**src/rtl/seq_restoring_div_if.sv**
```systemverilog
// seq_restoring_div_if: start/operand/result bundle for the sequential restoring divider
interface seq_restoring_div_if #(parameter int WIDTH = 4);
  logic start;
  logic [WIDTH-1:0] a;
  logic [WIDTH-1:0] b;
  logic [WIDTH-1:0] q;
  logic [WIDTH-1:0] r;
  logic busy;
  logic done;
  logic dz;
  modport master(output start, a, b, input q, r, busy, done, dz);
  modport slave(input start, a, b, output q, r, busy, done, dz);
endinterface

```
**src/rtl/seq_restoring_div.sv**
```systemverilog
// seq_restoring_div: unsigned restoring divider, one quotient bit per clock
module seq_restoring_div #(parameter int WIDTH = 4) (
  input logic clk,
  input logic rst,
  seq_restoring_div_if.slave bus
);
  localparam int CW = $clog2(WIDTH + 1);
  typedef enum logic {IDLE, RUN} state_t;
  state_t state;
  logic [WIDTH-1:0] b_reg;
  logic [WIDTH-1:0] qreg;
  logic [WIDTH:0] p;
  logic [CW-1:0] cnt;
  logic [WIDTH:0] ps;
  logic [WIDTH:0] d;
  logic [WIDTH:0] pn;
  logic [WIDTH-1:0] qn;
  // trial subtraction; a set sign bit means the divisor did not fit, so restore
  always_comb begin
    ps = {p[WIDTH-1:0], qreg[WIDTH-1]};
    d = ps - {1'b0, b_reg};
    pn = d[WIDTH] ? ps : d;
    qn = {qreg[WIDTH-2:0], ~d[WIDTH]};
  end
  always_ff @(posedge clk or posedge rst) begin
    if (rst) begin
      state <= IDLE;
      b_reg <= '0;
      qreg <= '0;
      p <= '0;
      cnt <= '0;
      bus.q <= '0;
      bus.r <= '0;
      bus.busy <= 1'b0;
      bus.done <= 1'b0;
      bus.dz <= 1'b0;
    end else begin
      bus.done <= 1'b0;
      if (state == IDLE) begin
        if (bus.start && bus.b != '0) begin
          b_reg <= bus.b;
          qreg <= bus.a;
          p <= '0;
          cnt <= CW'(WIDTH);
          bus.dz <= 1'b0;
          bus.busy <= 1'b1;
          state <= RUN;
        end else if (bus.start) begin
          bus.q <= '1;
          bus.r <= bus.a;
          bus.dz <= 1'b1;
          bus.done <= 1'b1;
        end
      end else begin
        p <= pn;
        qreg <= qn;
        cnt <= cnt - CW'(1);
        if (cnt == CW'(1)) begin
          bus.q <= qn;
          bus.r <= pn[WIDTH-1:0];
          bus.done <= 1'b1;
          bus.busy <= 1'b0;
          state <= IDLE;
        end
      end
    end
  end
endmodule

```
**src/flat_wrapper.sv**
```systemverilog
// flat-port wrapper written by rule: the top's interface ports become plain ports
module seq_restoring_div_flat 
#(parameter int WIDTH = 4)
  (clk, rst, bus_start, bus_a, bus_b, bus_q, bus_r, bus_busy, bus_done, bus_dz);
  seq_restoring_div_if #(.WIDTH(WIDTH)) bus_i ();
  input logic clk;
  input logic rst;
  input wire logic [$bits(bus_i.start)-1:0] bus_start;
  input wire logic [$bits(bus_i.a)-1:0] bus_a;
  input wire logic [$bits(bus_i.b)-1:0] bus_b;
  output wire logic [$bits(bus_i.q)-1:0] bus_q;
  output wire logic [$bits(bus_i.r)-1:0] bus_r;
  output wire logic [$bits(bus_i.busy)-1:0] bus_busy;
  output wire logic [$bits(bus_i.done)-1:0] bus_done;
  output wire logic [$bits(bus_i.dz)-1:0] bus_dz;
  assign bus_i.start = bus_start;
  assign bus_i.a = bus_a;
  assign bus_i.b = bus_b;
  assign bus_q = bus_i.q;
  assign bus_r = bus_i.r;
  assign bus_busy = bus_i.busy;
  assign bus_done = bus_i.done;
  assign bus_dz = bus_i.dz;
  seq_restoring_div #(.WIDTH(WIDTH)) u_core (.clk(clk), .rst(rst), .bus(bus_i));
endmodule
```
**config.mk**
```make
export PLATFORM = sky130hd
export DESIGN_NAME = seq_restoring_div_flat
export DESIGN_NICKNAME = d
export VERILOG_FILES = /design/src/rtl/seq_restoring_div_if.sv /design/src/rtl/seq_restoring_div.sv /design/src/flat_wrapper.sv
export SDC_FILE = /design/constraint.sdc
export NUM_CORES = 1
export LEC_CHECK = 0
export ABC_CLOCK_PERIOD_IN_PS = 2160
export BUFFER_PORTS_ARGS = -buffer_cell sky130_fd_sc_hd__buf_2
export CAP_MARGIN = 0
export CORE_UTILIZATION = 50
export CTS_BUF_LIST = sky130_fd_sc_hd__clkbuf_8 sky130_fd_sc_hd__clkbuf_16
export DETAILED_ROUTE_END_ITERATION = 12
export GPL_TIMING_DRIVEN = 0
export HOLD_SLACK_MARGIN = 0.02
export PLACE_DENSITY_LB_ADDON = 0.12
export SETUP_SLACK_MARGIN = 0.05
export SLEW_MARGIN = 20
export SYNTH_ARGS = -nofsm -noshare
export SYNTH_HDL_FRONTEND = slang
export SYNTH_SLANG_ARGS = --single-unit
export TNS_END_PERCENT = 20
```
**constraint.sdc**
```tcl
create_clock -name clk -period 2.16 [get_ports clk]
set_input_delay 0.216 -clock clk [delete_from_list [all_inputs] [get_ports clk]]
set_output_delay 0.216 -clock clk [all_outputs]
set_load 0.005 [all_outputs]
```
## Yosys cells after proc, flatten, opt, wreduce, memory -nomap -nowiden

Cells that the tools add are included.

| word-level totals | value |
|---|---|
| bits in registers | 27 |
| input port bits | 11 |
| output and inout port bits | 11 |
| word-level logic and storage cells | 53 |

| cells by class | value |
|---|---|
| add/subtract/negate cells | 2 |
| equal/unequal tests | 3 |
| multiplexer cells | 27 |
| bitwise gates (word level) | 2 |
| reductions and logical operators | 9 |

Operators with widths:

| operator | count |
|---|---|
| $mux 4 | 13 |
| $mux 1 | 12 |
| $mux 3 | 2 |
| $reduce_and 2->1 | 3 |
| $reduce_bool 2->1 | 3 |
| $sub 5x4->5 | 1 |
| $reduce_bool 4->1 | 1 |
| $eq 3x1->1 const B | 1 |
| $reduce_and 3->1 | 1 |
| $sub 3x1->3 const B | 1 |
| $ne 2x1->1 const B | 1 |
| $ne 2x2->1 const B | 1 |
| $not 1->1 | 2 |
| $logic_and 1x1->1 | 1 |

## Logic depth before layout (Yosys ltp)

Gate-level depths: netlist of the first run.

| logic depth | value |
|---|---|
| word-level depth | 4 |
| gate-level depth with buffers | 9 |
| gate-level depth less buffers | 8 |

## Least setup slack after synthesis of the first run

Ideal clock, no wire load.

| timing | value |
|---|---|
| path kind | flip-flop to flip-flop |
| from | reg u_core.qreg[3] |
| to | reg u_core.bus.r[2] |
| setup time | 0.126 ns |
| data arrival time | 2.014 ns |
| data required time | 2.034 ns |
| slack | 0.020 ns |
| cell stages (with the launch flop) | 9 |
| buffers on the path | 1 |
| clock period less this slack | 2.140 ns |
| cell sequence | dfrtp_1 -> inv_1 -> ha_1 -> fa_1 -> nand2b_1 -> a21oi_1 -> clkbuf_1 -> o21ai_0 -> o32a_1 |

| on the way | value |
|---|---|
| longest elaborated chain between the ends | 4 |

RTL lines:

| item | line | source |
|---|---|---|
| from (decl) | seq_restoring_div.sv:11 | `logic [WIDTH-1:0] qreg;` |
| from (signal assigned) | seq_restoring_div.sv:42 | `qreg <= bus.a;` |
| from (signal assigned) | seq_restoring_div.sv:56 | `qreg <= qn;` |
| $sub 5x4->5 | seq_restoring_div.sv:21 | `d = ps - {1'b0, b_reg};` |
| $mux 4 | seq_restoring_div.sv:22 | `pn = d[WIDTH] ? ps : d;` |
| $mux 4 | seq_restoring_div.sv:58 | `if (cnt == CW'(1)) begin` |
| $mux 4 | seq_restoring_div.sv:39 | `if (state == IDLE) begin` |
| to (signal assigned) | seq_restoring_div.sv:50 | `bus.r <= bus.a;` |
| to (signal assigned) | seq_restoring_div.sv:60 | `bus.r <= pn[WIDTH-1:0];` |
| to (decl) | seq_restoring_div_if.sv:12 | `modport slave(input start, a, b, output q, r, busy, done, dz);` |

Every way passes these cells. The select of a mux whose other input is x is not followed.
A chain may end at the register's enable or synchronous reset.

## Worst setup path in the final report of the first run

| timing | value |
|---|---|
| from | reg u_core.b_reg[0] |
| to | reg u_core.bus.r[2] |

| on the way | value |
|---|---|
| longest elaborated chain between the ends | 4 |

RTL lines:

| item | line | source |
|---|---|---|
| from (decl) | seq_restoring_div.sv:10 | `logic [WIDTH-1:0] b_reg;` |
| from (signal assigned) | seq_restoring_div.sv:41 | `b_reg <= bus.b;` |
| $sub 5x4->5 | seq_restoring_div.sv:21 |  |
| $mux 4 | seq_restoring_div.sv:22 |  |
| $mux 4 | seq_restoring_div.sv:58 |  |
| $mux 4 | seq_restoring_div.sv:39 |  |

Every way passes these cells. The select of a mux whose other input is x is not followed.

==> report_table.html, run 1 <==
<table>
<tr><th>Metric</th><th>Value</th></tr>
<tr><th colspan="2">Timing</th></tr>
<tr><td>Post-route fraction of the period consumed by the critical path</td><td>0.963</td></tr>
<tr><td>Worst hold margin</td><td>0.0208 ns</td></tr>
<tr><td>Post-layout min period</td><td>2.08 ns</td></tr>
<tr><td>Worst Max-Slew Pin Slew</td><td>0.954 ns</td></tr>
<tr><td>Setup repair after global routing missed its margin</td><td>yes</td></tr>
<tr><td>Total of endpoints with negative setup slack in the final report</td><td>0</td></tr>
<tr><td>Clock Skews</td><td>0.00215 ns</td></tr>
<tr><td>Max-slew violation total from the final report</td><td>0</td></tr>
<tr><td>Max_slew headroom</td><td>0.360</td></tr>
<tr><td>Worst Setup Slack, final</td><td>0.0795 ns</td></tr>
<tr><td>Hold Violations, Final</td><td>0</td></tr>
<tr><td>Fmax</td><td>481 MHz</td></tr>
<tr><th colspan="2">Place</th></tr>
<tr><td>GPL Wtd Cong</td><td>0.850</td></tr>
<tr><td>Half-perimeter wire length after detailed placement</td><td>2.21 mm</td></tr>
<tr><td>Count of buffers inserted at the top-level ports</td><td>20</td></tr>
<tr><td>DP Worst Slack</td><td>-0.0747 ns</td></tr>
<tr><th colspan="2">Floorplan</th></tr>
<tr><td>Std-Cell Rows</td><td>19</td></tr>
<tr><td>Die Ht</td><td>55.7 um</td></tr>
<tr><td>Starting density of the core</td><td>0.528</td></tr>
<tr><td>Width of the die</td><td>55.7 um</td></tr>
<tr><td>Core region area</td><td>2730 um2</td></tr>
<tr><td>Area of the die</td><td>3100 um2</td></tr>
<tr><td>I/O pin count</td><td>22</td></tr>
<tr><th colspan="2">Detailed routing</th></tr>
<tr><td>Number of vias after detailed routing</td><td>1,223</td></tr>
<tr><td>Vias per inst</td><td>5.80</td></tr>
<tr><td>Total detailed-routing wirelength</td><td>3.13 mm</td></tr>
<tr><td>Detailed Routing Iterations Pass 1</td><td>4</td></tr>
<tr><td>Routed length per instance</td><td>14.8 um</td></tr>
<tr><td>Remaining number of nets flagged by the antenna check after routing</td><td>0</td></tr>
<tr><td>DRT iter0 DRCs</td><td>31</td></tr>
<tr><td>Drc violations</td><td>0</td></tr>
<tr><th colspan="2">Flow run</th></tr>
<tr><td>Max cap viols</td><td>0</td></tr>
<tr><th colspan="2">Setup path</th></tr>
<tr><td>FF-to-FF setup slack</td><td>0.08 ns</td></tr>
<tr><td>Endpoint class of the critical path</td><td>flop</td></tr>
<tr><td>RR Endpoint</td><td>u_core.bus.r[2]$_DFFE_PP0P_</td></tr>
<tr><td>Highest net fanout along the worst path</td><td>5</td></tr>
<tr><td>Category of the worst setup path launch point</td><td>flop</td></tr>
<tr><td>Worst reg2reg path depth</td><td>7</td></tr>
<tr><td>Startpoint of the worst-slack reg-to-reg timing path</td><td>u_core.b_reg[0]$_DFFE_PP0P_</td></tr>
<tr><td>Data arrival at the endpoint of the critical path</td><td>2.25 ns</td></tr>
<tr><td>Data required time of the worst path</td><td>2.33 ns</td></tr>
<tr><td>Worst Setup Path Type</td><td>flop to flop</td></tr>
<tr><th colspan="2">Logic synthesis</th></tr>
<tr><td>Number of enable flip-flop cells after synthesis</td><td>0</td></tr>
<tr><td>Most area-consuming cells after synthesis</td><td>sky130_fd_sc_hd__dfrtp_1 (47%), sky130_fd_sc_hd__ha_1 (5.2%), sky130_fd_sc_hd__a21oi_1 (3.8%), sky130_fd_sc_hd__o21ai_0 (3.8%), sky130_fd_sc_hd__inv_1 (3.6%)</td></tr>
<tr><td>Yosys warning count</td><td>0</td></tr>
<tr><td>Commonest register cell after synthesis</td><td>sky130_fd_sc_hd__dfrtp_1</td></tr>
<tr><td>Sequential-to-total area share from yosys stat</td><td>0.468</td></tr>
<tr><td>Number of library cell types mapped by synthesis</td><td>37</td></tr>
<tr><td>Fraction of registers with async set/reset</td><td>1.00</td></tr>
<tr><td>Post-synthesis compound-gate area fraction</td><td>0.193</td></tr>
<tr><td>Gate Count Post-Synth</td><td>150</td></tr>
<tr><td>Mean Syn Cell Area</td><td>9.62 um2</td></tr>
<tr><td>Largest family of logic cells by synthesized area</td><td>compound AO/OA/AOI/OAI gates</td></tr>
<tr><td>Post-synthesis net count</td><td>168</td></tr>
<tr><td>Simple-Gate Fraction of Synth Area</td><td>0.160</td></tr>
<tr><td>Mux contribution to synthesized area</td><td>0.0225</td></tr>
<tr><td>Number of storage elements in the synthesis netlist</td><td>27</td></tr>
<tr><td>Area share of xor/xnor cells in the synthesized design</td><td>0.0182</td></tr>
<tr><td>Adder and majority gate portion of the synthesized area</td><td>0.0659</td></tr>
<tr><td>Cell type with the highest aggregate area in the netlist</td><td>sky130_fd_sc_hd__dfrtp_1</td></tr>
<tr><td>Most instantiated library cell after synthesis</td><td>sky130_fd_sc_hd__dfrtp_1</td></tr>
<tr><td>Post-synth top cells</td><td>sky130_fd_sc_hd__dfrtp_1 (27), sky130_fd_sc_hd__inv_1 (14), sky130_fd_sc_hd__nand2_1 (12)</td></tr>
<tr><td>Cell area after synthesis</td><td>1440 um2</td></tr>
<tr><td>Post-synth top area share</td><td>0.468</td></tr>
<tr><th colspan="2">Global route</th></tr>
<tr><td>Via count of the first global-routing pass</td><td>1,217</td></tr>
<tr><td>Number of antenna violations at the first check in global routing</td><td>0</td></tr>
<tr><td>Pin count of the biggest net entering global routing</td><td>28</td></tr>
<tr><td>Global-route usage over all layers</td><td>0.213</td></tr>
<tr><td>Global-route wire length before repair</td><td>5.17 mm</td></tr>
<tr><td>Overflow left after global routing</td><td>0</td></tr>
<tr><th colspan="2">Outcome</th></tr>
<tr><td>Status</td><td>finished clean</td></tr>
<tr><th colspan="2">Finish</th></tr>
<tr><td>Layout Area Growth over Synthesis</td><td>21.4%</td></tr>
<tr><td>Fraction of final layout cells with drive strength greater than 1</td><td>0.272</td></tr>
<tr><td>Inserted Diodes</td><td>0</td></tr>
<tr><td>Final Net Count</td><td>199</td></tr>
<tr><td># fillers</td><td>233</td></tr>
<tr><th colspan="2">Power</th></tr>
<tr><td>Switching share of power</td><td>0.412</td></tr>
<tr><td>Sequential power share</td><td>0.278</td></tr>
<tr><td>Static leakage</td><td>0.820 nW</td></tr>
<tr><td>Largest vdd supply drop</td><td>1.18 mV</td></tr>
<tr><td>Combinational share of power</td><td>0.632</td></tr>
<tr><td>Total internal power</td><td>0.00194 W</td></tr>
<tr><td>Power density over the cells</td><td>1880 nW/um2</td></tr>
<tr><td>Clk pwr share</td><td>0.090</td></tr>
<tr><td>Net switching power</td><td>0.00135 W</td></tr>
<tr><th colspan="2">Clock network</th></tr>
<tr><td>Number of buffers on the longest clock path</td><td>2</td></tr>
<tr><td>Clock tree from TritonCTS</td><td>built</td></tr>
<tr><td>Number of CTS-inserted buffers</td><td>3</td></tr>
<tr><td>Clk Latency, worst-skew pair</td><td>0.28 ns</td></tr>
<tr><td>Num Clock Sinks</td><td>27</td></tr>
<tr><td>Clock root cell</td><td>sky130_fd_sc_hd__clkbuf_8</td></tr>
<tr><td>Depth of the CTS H-tree</td><td>1</td></tr>
<tr><td>Clock Pin Slew Worst Setup and Hold Paths</td><td>0.09 ns</td></tr>
<tr><td>Post-CTS Hold Fix Bufs</td><td>0</td></tr>
<tr><th colspan="2">Worst hold path</th></tr>
<tr><td>Classification of the worst-slack hold path</td><td>primary input to asynchronous set/reset pin</td></tr>
</table>
==> worst max-delay path by stage <==
stage / startpoint / to / depth (start not counted)
finish: u_core.b_reg[0]$_DFFE_PP0P_ / u_core.bus.r[2]$_DFFE_PP0P_ / 7
detailed placement: u_core.qreg[3]$_DFFE_PP0P_ / u_core.bus.r[2]$_DFFE_PP0P_ / 8
global route: u_core.b_reg[0]$_DFFE_PP0P_ / u_core.bus.r[2]$_DFFE_PP0P_ / 7
CTS: u_core.qreg[3]$_DFFE_PP0P_ / u_core.bus.r[2]$_DFFE_PP0P_ / 8
floorplan: u_core.qreg[3]$_DFFE_PP0P_ / u_core.bus.r[2]$_DFFE_PP0P_ / 8
global placement: u_core.qreg[3]$_DFFE_PP0P_ / u_core.bus.r[2]$_DFFE_PP0P_ / 8
==> power groups by stage <==
stage	Sequential (W)	Clock, W	Combinational (W)
after floorplan	0.000896	0	0.00118
after global placement	0.000904	0	0.00149
after detailed placement	0.000920	0	0.00154
after CTS	0.000908	0.000302	0.00165
after global routing	0.000945	0.000317	0.00231
final	0.000916	0.000296	0.00208
==> cells in the final DEF, fill, tap and decap left out, drive strengths merged, types with 3 or more instances in the layout <==
cell type  count
clkbuf         9
o21ai         12
nor2           9
nand2         13
a21oi         11
buf           30
nand2b         3
inv           13
dfrtp         27
a311oi         3
or3            3
a21o           3
a31oi          7
nand3b         3
ha             6
==> what timing repair did <==
item | 4_1_cts | 5_1_grt
pin swaps | 0 | 9
cloned | 1 | 0
resized for setup | 3 | 17
hold endpoints to repair | 0 | 0
endpoints found under the setup margin | 7 | 10
buffers inserted | 2 | 4
==> worst max-delay path, cell delays in order, from the launching register on <==
cell                       delay (ns)
sky130_fd_sc_hd__dfrtp_1         0.44
sky130_fd_sc_hd__ha_4            0.20
sky130_fd_sc_hd__fa_2            0.41
sky130_fd_sc_hd__nand2b_4        0.16
sky130_fd_sc_hd__a21oi_4         0.18
sky130_fd_sc_hd__buf_6           0.16
sky130_fd_sc_hd__o21ai_2         0.08
sky130_fd_sc_hd__o32a_1          0.33
==> routing by layer <==
metal,routed length (um),part of all wire,global-route usage,vias up
met3,167,0.053,0.0302,7
met1,1310,0.42,0.253,593
met2,1580,0.50,0.372,39
met5,0,0,0,-
met4,75,0.024,0.111,0
li1,-,-,-,584
==> cell families (layout without fill, tap and decap cells) <==
| kind of cell | after synthesis | count (layout) |
|---|---|---|
| xor gates and xnor gates | 3 | 3 |
| DFF | 27 | 27 |
| buffers and inverters | 24 | 54 |
| and+or+nand+nor | 42 | 42 |
| AOI/OAI and AO/OA | 44 | 44 |
| muxes | 3 | 3 |
| adders and majority gates | 7 | 7 |
==> cell type report <==
type | instances | area [um2] | share of cell area
Sequential cell | 27 | 676 | 0.386
Multi-Input combinational cell | 99 | 729 | 0.416
Clock buffer | 3 | 41.3 | 0.0236
Tap cell | 31 | 38.8 | 0.0221
Timing Repair Buffer | 26 | 149 | 0.0850
Inverter | 14 | 52.6 | 0.0300
Clock inverter | 1 | 5.00 | 0.00286
Buffer | 10 | 60.1 | 0.0343
==> through the flow <==
step	utilization	cells	TNS (ns)	total power, W	area (um2)
after global placement	0.579	201	-0.139	0.00239	1580
after floorplan	-	150	0	0.00208	1440
final	0.641	211	0	0.00329	1750
after detailed placement	0.579	201	-0.195	0.00246	1580
after CTS	0.606	208	0	0.00286	1660
after global routing	0.641	211	-0.0112	0.00357	1750
Note: power is estimated with default switching activity, not from simulation.
==> inputs of run 2 (changes only) <==
==> constraint.sdc (replaced) <==
create_clock -name clk -period 2.16 [get_ports clk]
set_input_delay 0.108 -clock clk [delete_from_list [all_inputs] [get_ports clk]]
set_output_delay 0.108 -clock clk [all_outputs]
set_load 0.005 [all_outputs]
==> report_table.html, run 2 (synthesis gave the netlist of run 1 again) <==
<table>
<tr><th>Metric</th><th>Value</th></tr>
<tr><th colspan="2">Power</th></tr>
<tr><td>Power density over the cells</td><td>1870 nW/um2 (-0.45%)</td></tr>
<tr><td>Static leakage</td><td>0.824 nW (+0.51%)</td></tr>
<tr><td>Largest vdd supply drop</td><td>1.18 mV (+0.23%)</td></tr>
<tr><th colspan="2">Timing</th></tr>
<tr><td>Final setup TNS</td><td>0 ns (unchanged)</td></tr>
<tr><td>Total of endpoints with negative setup slack in the final report</td><td>0 (unchanged)</td></tr>
<tr><td>Worst Setup Slack, final</td><td>0.0788 ns (-0.000708 ns)</td></tr>
<tr><td>Max-slew violation total from the final report</td><td>0 (unchanged)</td></tr>
<tr><td>Post-route fraction of the period consumed by the critical path</td><td>0.964 (about the same)</td></tr>
<tr><td>Max_slew headroom</td><td>0.358 (-0.00218)</td></tr>
<tr><td>Clock Skews</td><td>0.00136 ns (-0.000790 ns)</td></tr>
<tr><td>Hold Violations, Final</td><td>0 (unchanged)</td></tr>
<tr><td>Post-layout min period</td><td>2.08 ns (+0.000708 ns)</td></tr>
<tr><td>Worst Max-Slew Pin Slew</td><td>0.957 ns (+0.00326 ns)</td></tr>
<tr><td>Setup repair after global routing missed its margin</td><td>yes</td></tr>
<tr><td>Worst hold margin</td><td>0.0478 ns (+0.0269 ns)</td></tr>
<tr><td>Fmax</td><td>480 MHz (about the same)</td></tr>
<tr><th colspan="2">Setup path</th></tr>
<tr><td>Worst Setup Path Type</td><td>flop to flop</td></tr>
<tr><td>RR Endpoint</td><td>u_core.bus.r[2]$_DFFE_PP0P_</td></tr>
<tr><td>First element of the critical path</td><td>u_core.b_reg[0]$_DFFE_PP0P_</td></tr>
<tr><td>Data required time of the worst path</td><td>2.33 ns (about the same)</td></tr>
<tr><td>FF-to-FF setup slack</td><td>0.08 ns (about the same)</td></tr>
<tr><td>Category of the worst setup path launch point</td><td>flop</td></tr>
<tr><td>Startpoint of the worst-slack reg-to-reg timing path</td><td>u_core.b_reg[0]$_DFFE_PP0P_</td></tr>
<tr><td>Highest net fanout along the worst path</td><td>5 (unchanged)</td></tr>
<tr><td>Data arrival at the endpoint of the critical path</td><td>2.25 ns (about the same)</td></tr>
<tr><td>Critical path destination</td><td>u_core.bus.r[2]$_DFFE_PP0P_</td></tr>
<tr><td>Endpoint class of the critical path</td><td>flop</td></tr>
<tr><td>Worst reg2reg path depth</td><td>7 (unchanged)</td></tr>
<tr><th colspan="2">Finish</th></tr>
<tr><td>Area used by multi-input combinational logic</td><td>729 um2 (unchanged)</td></tr>
<tr><td>Inserted Diodes</td><td>0 (unchanged)</td></tr>
<tr><td>Top library cells by usage in the layout, fill and taps aside</td><td>sky130_fd_sc_hd__dfrtp_1 (27), sky130_fd_sc_hd__buf_2 (20), sky130_fd_sc_hd__inv_1 (12), sky130_fd_sc_hd__nand2_1 (12), sky130_fd_sc_hd__a21oi_1 (10)</td></tr>
<tr><td>Layout Area Growth over Synthesis</td><td>22.1%</td></tr>
<tr><td>Leading cell type in the layout, fill and taps excluded</td><td>sky130_fd_sc_hd__dfrtp_1</td></tr>
<tr><td>Layout Utilization</td><td>0.644 (+0.00366)</td></tr>
<tr><td>Non-Filler Cell Area, Final</td><td>1760 um2 (+0.57%)</td></tr>
<tr><td>Area taken by flip-flops and latches</td><td>676 um2 (unchanged)</td></tr>
<tr><td># fillers</td><td>233 (unchanged)</td></tr>
<tr><td>Fraction of final layout cells with drive strength greater than 1</td><td>0.271 (-0.00150)</td></tr>
<tr><td>Final Net Count</td><td>200 (+0.50%)</td></tr>
<tr><th colspan="2">Detailed routing</th></tr>
<tr><td>Remaining number of nets flagged by the antenna check after routing</td><td>0 (unchanged)</td></tr>
<tr><td>Vias per inst</td><td>5.78 (-0.31%)</td></tr>
<tr><td>Number of vias after detailed routing</td><td>1,225 (+0.16%)</td></tr>
<tr><td>Drc violations</td><td>0 (unchanged)</td></tr>
<tr><td>Routed length per instance</td><td>14.8 um (-0.41%)</td></tr>
<tr><td>Detailed Routing Iterations Pass 1</td><td>4 (unchanged)</td></tr>
<tr><td>DRT iter0 DRCs</td><td>30 (-3.2%)</td></tr>
<tr><td>Total detailed-routing wirelength</td><td>3.14 mm (about the same)</td></tr>
<tr><th colspan="2">Floorplan</th></tr>
<tr><td>Area of the die</td><td>3100 um2 (unchanged)</td></tr>
<tr><td>Die Ht</td><td>55.7 um (unchanged)</td></tr>
<tr><td>Std-Cell Rows</td><td>19 (unchanged)</td></tr>
<tr><td>I/O pin count</td><td>22 (unchanged)</td></tr>
<tr><td>Width of the die</td><td>55.7 um (unchanged)</td></tr>
<tr><td>Starting density of the core</td><td>0.528 (unchanged)</td></tr>
<tr><td>Core region area</td><td>2730 um2 (unchanged)</td></tr>
<tr><th colspan="2">Clock network</th></tr>
<tr><td>Clock Pin Slew Worst Setup and Hold Paths</td><td>0.09 ns (about the same)</td></tr>
<tr><td>Clock root cell</td><td>sky130_fd_sc_hd__clkbuf_8</td></tr>
<tr><td>Depth of the CTS H-tree</td><td>1 (unchanged)</td></tr>
<tr><td>Clk Latency, worst-skew pair</td><td>0.28 ns (about the same)</td></tr>
<tr><td>Num Clock Sinks</td><td>27 (unchanged)</td></tr>
<tr><td>Clock tree from TritonCTS</td><td>built</td></tr>
<tr><td>Number of CTS-inserted buffers</td><td>3 (unchanged)</td></tr>
<tr><td>Number of buffers on the longest clock path</td><td>2 (unchanged)</td></tr>
<tr><th colspan="2">Place</th></tr>
<tr><td>Count of buffers inserted at the top-level ports</td><td>20 (unchanged)</td></tr>
<tr><td>GPL Wtd Cong</td><td>0.850 (unchanged)</td></tr>
<tr><td>Half-perimeter wire length after detailed placement</td><td>2.21 mm (unchanged)</td></tr>
<tr><td>DP Worst Slack</td><td>-0.0747 ns (unchanged)</td></tr>
<tr><td>Instance area after placement</td><td>1580 um2 (unchanged)</td></tr>
<tr><th colspan="2">Global route</th></tr>
<tr><td>Most used routing layer in global routing</td><td>met2</td></tr>
<tr><td>Global-route usage over all layers</td><td>0.213 (unchanged)</td></tr>
<tr><td>Number of antenna violations at the first check in global routing</td><td>0 (unchanged)</td></tr>
<tr><td>Via count of the first global-routing pass</td><td>1,217 (unchanged)</td></tr>
<tr><td>Grt met1 use</td><td>0.253 (unchanged)</td></tr>
<tr><td>Met2 global-route usage</td><td>0.372 (unchanged)</td></tr>
<tr><td>Overflow left after global routing</td><td>0 (unchanged)</td></tr>
<tr><td>Pin count of the biggest net entering global routing</td><td>28 (unchanged)</td></tr>
<tr><td>Global-route wire length before repair</td><td>5.17 mm (unchanged)</td></tr>
<tr><td>Met3 Usage GRT</td><td>0.0302 (unchanged)</td></tr>
<tr><th colspan="2">Worst hold path</th></tr>
<tr><td>Classification of the worst-slack hold path</td><td>primary input to flop</td></tr>
<tr><th colspan="2">Flow run</th></tr>
<tr><td>Max cap viols</td><td>0 (unchanged)</td></tr>
<tr><th colspan="2">Outcome</th></tr>
<tr><td>Status</td><td>finished clean</td></tr>
</table>
-- run 2: worst min-delay path by stage --
stage,start,endpoint,depth (start not counted)
2_1_floorplan,rst,u_core.b_reg[0]$_DFFE_PP0P_,1
4_1_cts,bus_b[2],u_core.b_reg[2]$_DFFE_PP0P_,3
5_1_grt,bus_b[2],u_core.b_reg[2]$_DFFE_PP0P_,3
3_3_place_gp,bus_b[3],u_core.b_reg[3]$_DFFE_PP0P_,3
6_report,bus_b[2],u_core.b_reg[2]$_DFFE_PP0P_,3
3_5_place_dp,bus_b[3],u_core.b_reg[3]$_DFFE_PP0P_,3
-- run 2: cell type report --
class                           count  share of cell area
Multi-Input combinational cell     99               0.414
Sequential cell                    27               0.384
Timing Repair Buffer               27              0.0902
Buffer                             10              0.0341
Inverter                           14              0.0298
Clock buffer                        3              0.0234
Tap cell                           31              0.0220
Clock inverter                      1             0.00284
-- run 2: per-layer routing --
layer	routed length, um	up-vias
met5	0	-
met1	1320	592
met4	75	0
met2	1570	39
met3	165	7
li1	-	587
-- run 2: timing repair --
action	4_1_cts	5_1_grt
cloned	1	0
hold endpoints to repair	0	27
pin swaps	0	9
setup buffers	2	4
setup endpoints to repair	7	10
gates resized for setup	3	17
hold buffers	0	1
-- run 2: worst max-delay path, stage by stage, from the launching register on --
cell and delay [ns]:
sky130_fd_sc_hd__dfrtp_1 0.44, sky130_fd_sc_hd__ha_4 0.20, sky130_fd_sc_hd__fa_2 0.41, sky130_fd_sc_hd__nand2b_4 0.16, sky130_fd_sc_hd__a21oi_4 0.18, sky130_fd_sc_hd__buf_6 0.16, sky130_fd_sc_hd__o21ai_2 0.08, sky130_fd_sc_hd__o32a_1 0.33
-- run 2: power breakdown --
part	switching, W	total [W]	internal, W
clock	0.000165	0.000294	0.000130
combinational	0.00104	0.00208	0.00104
sequential	0.000153	0.000917	0.000764
total	0.00136	0.00329	0.00194
-- run 2: metrics by stage --
step	total power, W	instances
global placement	0.00239	201
CTS	0.00286	208
global route	0.00357	212
floorplan	0.00208	150
finish	0.00329	212
detailed placement	0.00246	201
==> inputs of run 3 (changes only) <==
- BUFFER_PORTS_ARGS: -buffer_cell sky130_fd_sc_hd__buf_2 -> -buffer_cell sky130_fd_sc_hd__clkbuf_2
- CORE_UTILIZATION: 50 -> 40
==> report_table.html, run 3 (synthesis gave the netlist of run 1 again) <==
<table>
<tr><th>Metric</th><th>Value</th></tr>
<tr><th colspan="2">Outcome</th></tr>
<tr><td>Status</td><td>finished clean</td></tr>
<tr><th colspan="2">Setup path</th></tr>
<tr><td>Highest net fanout along the worst path</td><td>8 (+3)</td></tr>
<tr><td>Startpoint of the worst-slack reg-to-reg timing path</td><td>u_core.qreg[3]$_DFFE_PP0P_</td></tr>
<tr><td>Data arrival at the endpoint of the critical path</td><td>2.19 ns (-0.06 ns)</td></tr>
<tr><td>Data required time of the worst path</td><td>2.33 ns (about the same)</td></tr>
<tr><td>Worst path buffer plus inverter count</td><td>2 (+1)</td></tr>
<tr><td>Top delay family on crit path</td><td>compound AO/OA/AOI/OAI gates</td></tr>
<tr><td>Worst reg2reg path depth</td><td>8 (+1)</td></tr>
<tr><td>Category of the worst setup path launch point</td><td>flop</td></tr>
<tr><td>Worst Setup Path Type</td><td>flop to flop</td></tr>
<tr><td>Cell chain of the critical path</td><td>inv_2 &gt; ha_2 &gt; fa_2 &gt; nand2b_4 &gt; a21oi_4 &gt; clkbuf_8 &gt; o21ai_1 &gt; o32a_1</td></tr>
<tr><td>Largest stage delay on the critical path</td><td>0.38 ns (-0.06 ns)</td></tr>
<tr><td>Crit path max-delay cell type</td><td>sky130_fd_sc_hd__dfrtp_1</td></tr>
<tr><td>FF-to-FF setup slack</td><td>0.14 ns (+0.06 ns)</td></tr>
<tr><td>RR Endpoint</td><td>u_core.bus.r[2]$_DFFE_PP0P_</td></tr>
<tr><td>Endpoint class of the critical path</td><td>flop</td></tr>
<tr><th colspan="2">Detailed routing</th></tr>
<tr><td>Total detailed-routing wirelength</td><td>3.11 mm (-0.83%)</td></tr>
<tr><td>Remaining number of nets flagged by the antenna check after routing</td><td>0 (unchanged)</td></tr>
<tr><td>Number of vias after detailed routing</td><td>1,202 (-1.9%)</td></tr>
<tr><td>Vias per inst</td><td>5.32 (-8.0%)</td></tr>
<tr><td>Detailed Routing Iterations Pass 1</td><td>4 (unchanged)</td></tr>
<tr><td>Routed length per instance</td><td>13.8 um (-7.0%)</td></tr>
<tr><td>DRT iter0 DRCs</td><td>42 (+40%)</td></tr>
<tr><td>Drc violations</td><td>0 (unchanged)</td></tr>
<tr><th colspan="2">Power</th></tr>
<tr><td>Switching share of power</td><td>0.410 (-0.00119)</td></tr>
<tr><td>Total Power Consumption</td><td>0.00321 W (-2.5%)</td></tr>
<tr><td>Net switching power</td><td>0.00132 W (-2.8%)</td></tr>
<tr><td>Combinational share of power</td><td>0.624 (-0.008)</td></tr>
<tr><td>Power density over the cells</td><td>1830 nW/um2 (-2.4%)</td></tr>
<tr><td>Sequential power share</td><td>0.284 (+0.006)</td></tr>
<tr><td>Largest vdd supply drop</td><td>0.738 mV (-37%)</td></tr>
<tr><td>Clk pwr share</td><td>0.092 (+0.003)</td></tr>
<tr><td>Static leakage</td><td>0.825 nW (about the same)</td></tr>
<tr><td>Total internal power</td><td>0.00189 W (-2.3%)</td></tr>
<tr><th colspan="2">Finish</th></tr>
<tr><td>Layout Utilization</td><td>0.519 (-0.125)</td></tr>
<tr><td>Top library cells by usage in the layout, fill and taps aside</td><td>sky130_fd_sc_hd__dfrtp_1 (27), sky130_fd_sc_hd__clkbuf_2 (21), sky130_fd_sc_hd__inv_1 (12), sky130_fd_sc_hd__nand2_1 (12), sky130_fd_sc_hd__a21oi_1 (10)</td></tr>
<tr><td>Leading cell type in the layout, fill and taps excluded</td><td>sky130_fd_sc_hd__dfrtp_1</td></tr>
<tr><td>Final Net Count</td><td>199 (-0.50%)</td></tr>
<tr><td>Inserted Diodes</td><td>0 (unchanged)</td></tr>
<tr><td>Fraction of final layout cells with drive strength greater than 1</td><td>0.267 (-0.00405)</td></tr>
<tr><td>Layout Area Growth over Synthesis</td><td>21.9%</td></tr>
<tr><th colspan="2">Global route</th></tr>
<tr><td>Pin count of the biggest net entering global routing</td><td>28 (unchanged)</td></tr>
<tr><td>Via count of the first global-routing pass</td><td>1,187 (-2.5%)</td></tr>
<tr><td>Overflow left after global routing</td><td>0 (unchanged)</td></tr>
<tr><td>Global-route wire length before repair</td><td>5.22 mm (+1.1%)</td></tr>
<tr><td>Number of antenna violations at the first check in global routing</td><td>0 (unchanged)</td></tr>
<tr><td>Global-route usage over all layers</td><td>0.191 (-0.0220)</td></tr>
<tr><th colspan="2">Clock network</th></tr>
<tr><td>Number of buffers on the longest clock path</td><td>2 (unchanged)</td></tr>
<tr><td>Number of CTS-inserted buffers</td><td>3 (unchanged)</td></tr>
<tr><td>Num Clock Sinks</td><td>27 (unchanged)</td></tr>
<tr><td>Clock Pin Slew Worst Setup and Hold Paths</td><td>0.10 ns (about the same)</td></tr>
<tr><td>Clk Latency, worst-skew pair</td><td>0.28 ns (about the same)</td></tr>
<tr><td>Depth of the CTS H-tree</td><td>1 (unchanged)</td></tr>
<tr><td>Clock tree from TritonCTS</td><td>built</td></tr>
<tr><td>Clock root cell</td><td>sky130_fd_sc_hd__clkbuf_8</td></tr>
<tr><th colspan="2">Timing</th></tr>
<tr><td>Max-slew violation total from the final report</td><td>0 (unchanged)</td></tr>
<tr><td>Clock Skews</td><td>0.00842 ns (+0.00706 ns)</td></tr>
<tr><td>Fmax</td><td>495 MHz (+3.0%)</td></tr>
<tr><td>Total of endpoints with negative setup slack in the final report</td><td>0 (unchanged)</td></tr>
<tr><td>Hold Violations, Final</td><td>0 (unchanged)</td></tr>
<tr><td>Post-route fraction of the period consumed by the critical path</td><td>0.935 (-0.0281)</td></tr>
<tr><td>Post-layout min period</td><td>2.02 ns (-0.0607 ns)</td></tr>
<tr><td>Worst Max-Slew Pin Slew</td><td>0.979 ns (+0.0225 ns)</td></tr>
<tr><td>Max_slew headroom</td><td>0.343 (-0.0151)</td></tr>
<tr><td>Setup repair after global routing missed its margin</td><td>no</td></tr>
<tr><td>Worst Setup Slack, final</td><td>0.139 ns (+0.0607 ns)</td></tr>
<tr><th colspan="2">Place</th></tr>
<tr><td>Half-perimeter wire length after detailed placement</td><td>2.25 mm (+1.8%)</td></tr>
<tr><td>DP Worst Slack</td><td>-0.0902 ns (-0.0155 ns)</td></tr>
<tr><td>Count of buffers inserted at the top-level ports</td><td>20 (unchanged)</td></tr>
<tr><td>GPL Wtd Cong</td><td>0.792 (-6.9%)</td></tr>
<tr><th colspan="2">Floorplan</th></tr>
<tr><td>Width of the die</td><td>62.1 um (+11%)</td></tr>
<tr><td>Area of the die</td><td>3850 um2 (+24%)</td></tr>
<tr><td>I/O pin count</td><td>22 (unchanged)</td></tr>
<tr><td>Std-Cell Rows</td><td>21 (+2)</td></tr>
<tr><td>Core region area</td><td>3390 um2 (+24%)</td></tr>
<tr><td>Die Ht</td><td>62.1 um (+11%)</td></tr>
<tr><td>Starting density of the core</td><td>0.426 (-0.102)</td></tr>
<tr><th colspan="2">Worst hold path</th></tr>
<tr><td>Classification of the worst-slack hold path</td><td>primary input to flop</td></tr>
<tr><td>Number of cells on the worst hold path</td><td>3 (unchanged)</td></tr>
<tr><td>Worst hold path startpoint</td><td>bus_b[2]</td></tr>
<tr><td>Hold Path End</td><td>u_core.b_reg[2]$_DFFE_PP0P_</td></tr>
<tr><th colspan="2">Flow run</th></tr>
<tr><td>Max cap viols</td><td>0 (unchanged)</td></tr>
</table>
-- run 3: metal layers --
metal  routed length (um)  track usage
met2                 1490        0.334
met1                 1450        0.226
met4                   63       0.0952
met3                  105       0.0290
met5                    0            0
-- run 3: worst min-delay path: stages --
cell	delay [ns]
sky130_fd_sc_hd__clkbuf_2	0.09
sky130_fd_sc_hd__nand2_1	0.04
sky130_fd_sc_hd__o21ai_0	0.06
-- run 3: layout make-up --
cell class / count / area [um2]
Inverter: 14 / 52.6
Buffer: 10 / 63.8
Multi-Input combinational cell: 99 / 716
Clock buffer: 3 / 41.3
Tap cell: 46 / 57.6
Clock inverter: 1 / 5.00
Sequential cell: 27 / 676
Fill cell: 330 / 1630
Timing Repair Buffer: 26 / 148
-- run 3: worst max-delay path by stage --
stage	slack [ns]	depth (start not counted)	start	endpoint
after floorplan	0.13	8	u_core.qreg[3]$_DFFE_PP0P_	u_core.bus.r[2]$_DFFE_PP0P_
after global placement	-0.07	8	u_core.qreg[3]$_DFFE_PP0P_	u_core.bus.r[2]$_DFFE_PP0P_
after detailed placement	-0.09	8	u_core.qreg[3]$_DFFE_PP0P_	u_core.bus.r[2]$_DFFE_PP0P_
after CTS	0.06	8	u_core.qreg[3]$_DFFE_PP0P_	u_core.bus.r[2]$_DFFE_PP0P_
after global routing	0.05	10	u_core.qreg[3]$_DFFE_PP0P_	u_core.bus.r[0]$_DFFE_PP0P_
final	0.14	8	u_core.qreg[3]$_DFFE_PP0P_	u_core.bus.r[2]$_DFFE_PP0P_
-- run 3: stage by stage --
stage / area [um2] / TNS [ns] / instances / hold WS (ns)
floorplan: 1440 / 0 / 150 / 0.161
global placement: 1600 / -0.169 / 216 / 0.332
detailed placement: 1600 / -0.305 / 216 / 0.346
finish: 1760 / 0 / 226 / 0.0549
CTS: 1700 / 0 / 224 / 0.0561
global route: 1760 / 0 / 226 / 0.0764
-- run 3: repair_timing --
action,in CTS,in global routing
hold buffers,0,1
setup buffers,4,1
gates resized for setup,6,10
cloned,0,0
endpoints found under the setup margin,9,8
hold endpoints to repair,0,27
pin swaps,1,7
-- run 3: power groups by stage --
stage / combinational (W) / clock, W / sequential (W)
floorplan: 0.00118 / 0 / 0.000896
detailed placement: 0.00156 / 0 / 0.000923
global placement: 0.00151 / 0 / 0.000911
finish: 0.00201 / 0.000295 / 0.000912
CTS: 0.00177 / 0.000303 / 0.000912
global route: 0.00225 / 0.000327 / 0.000946
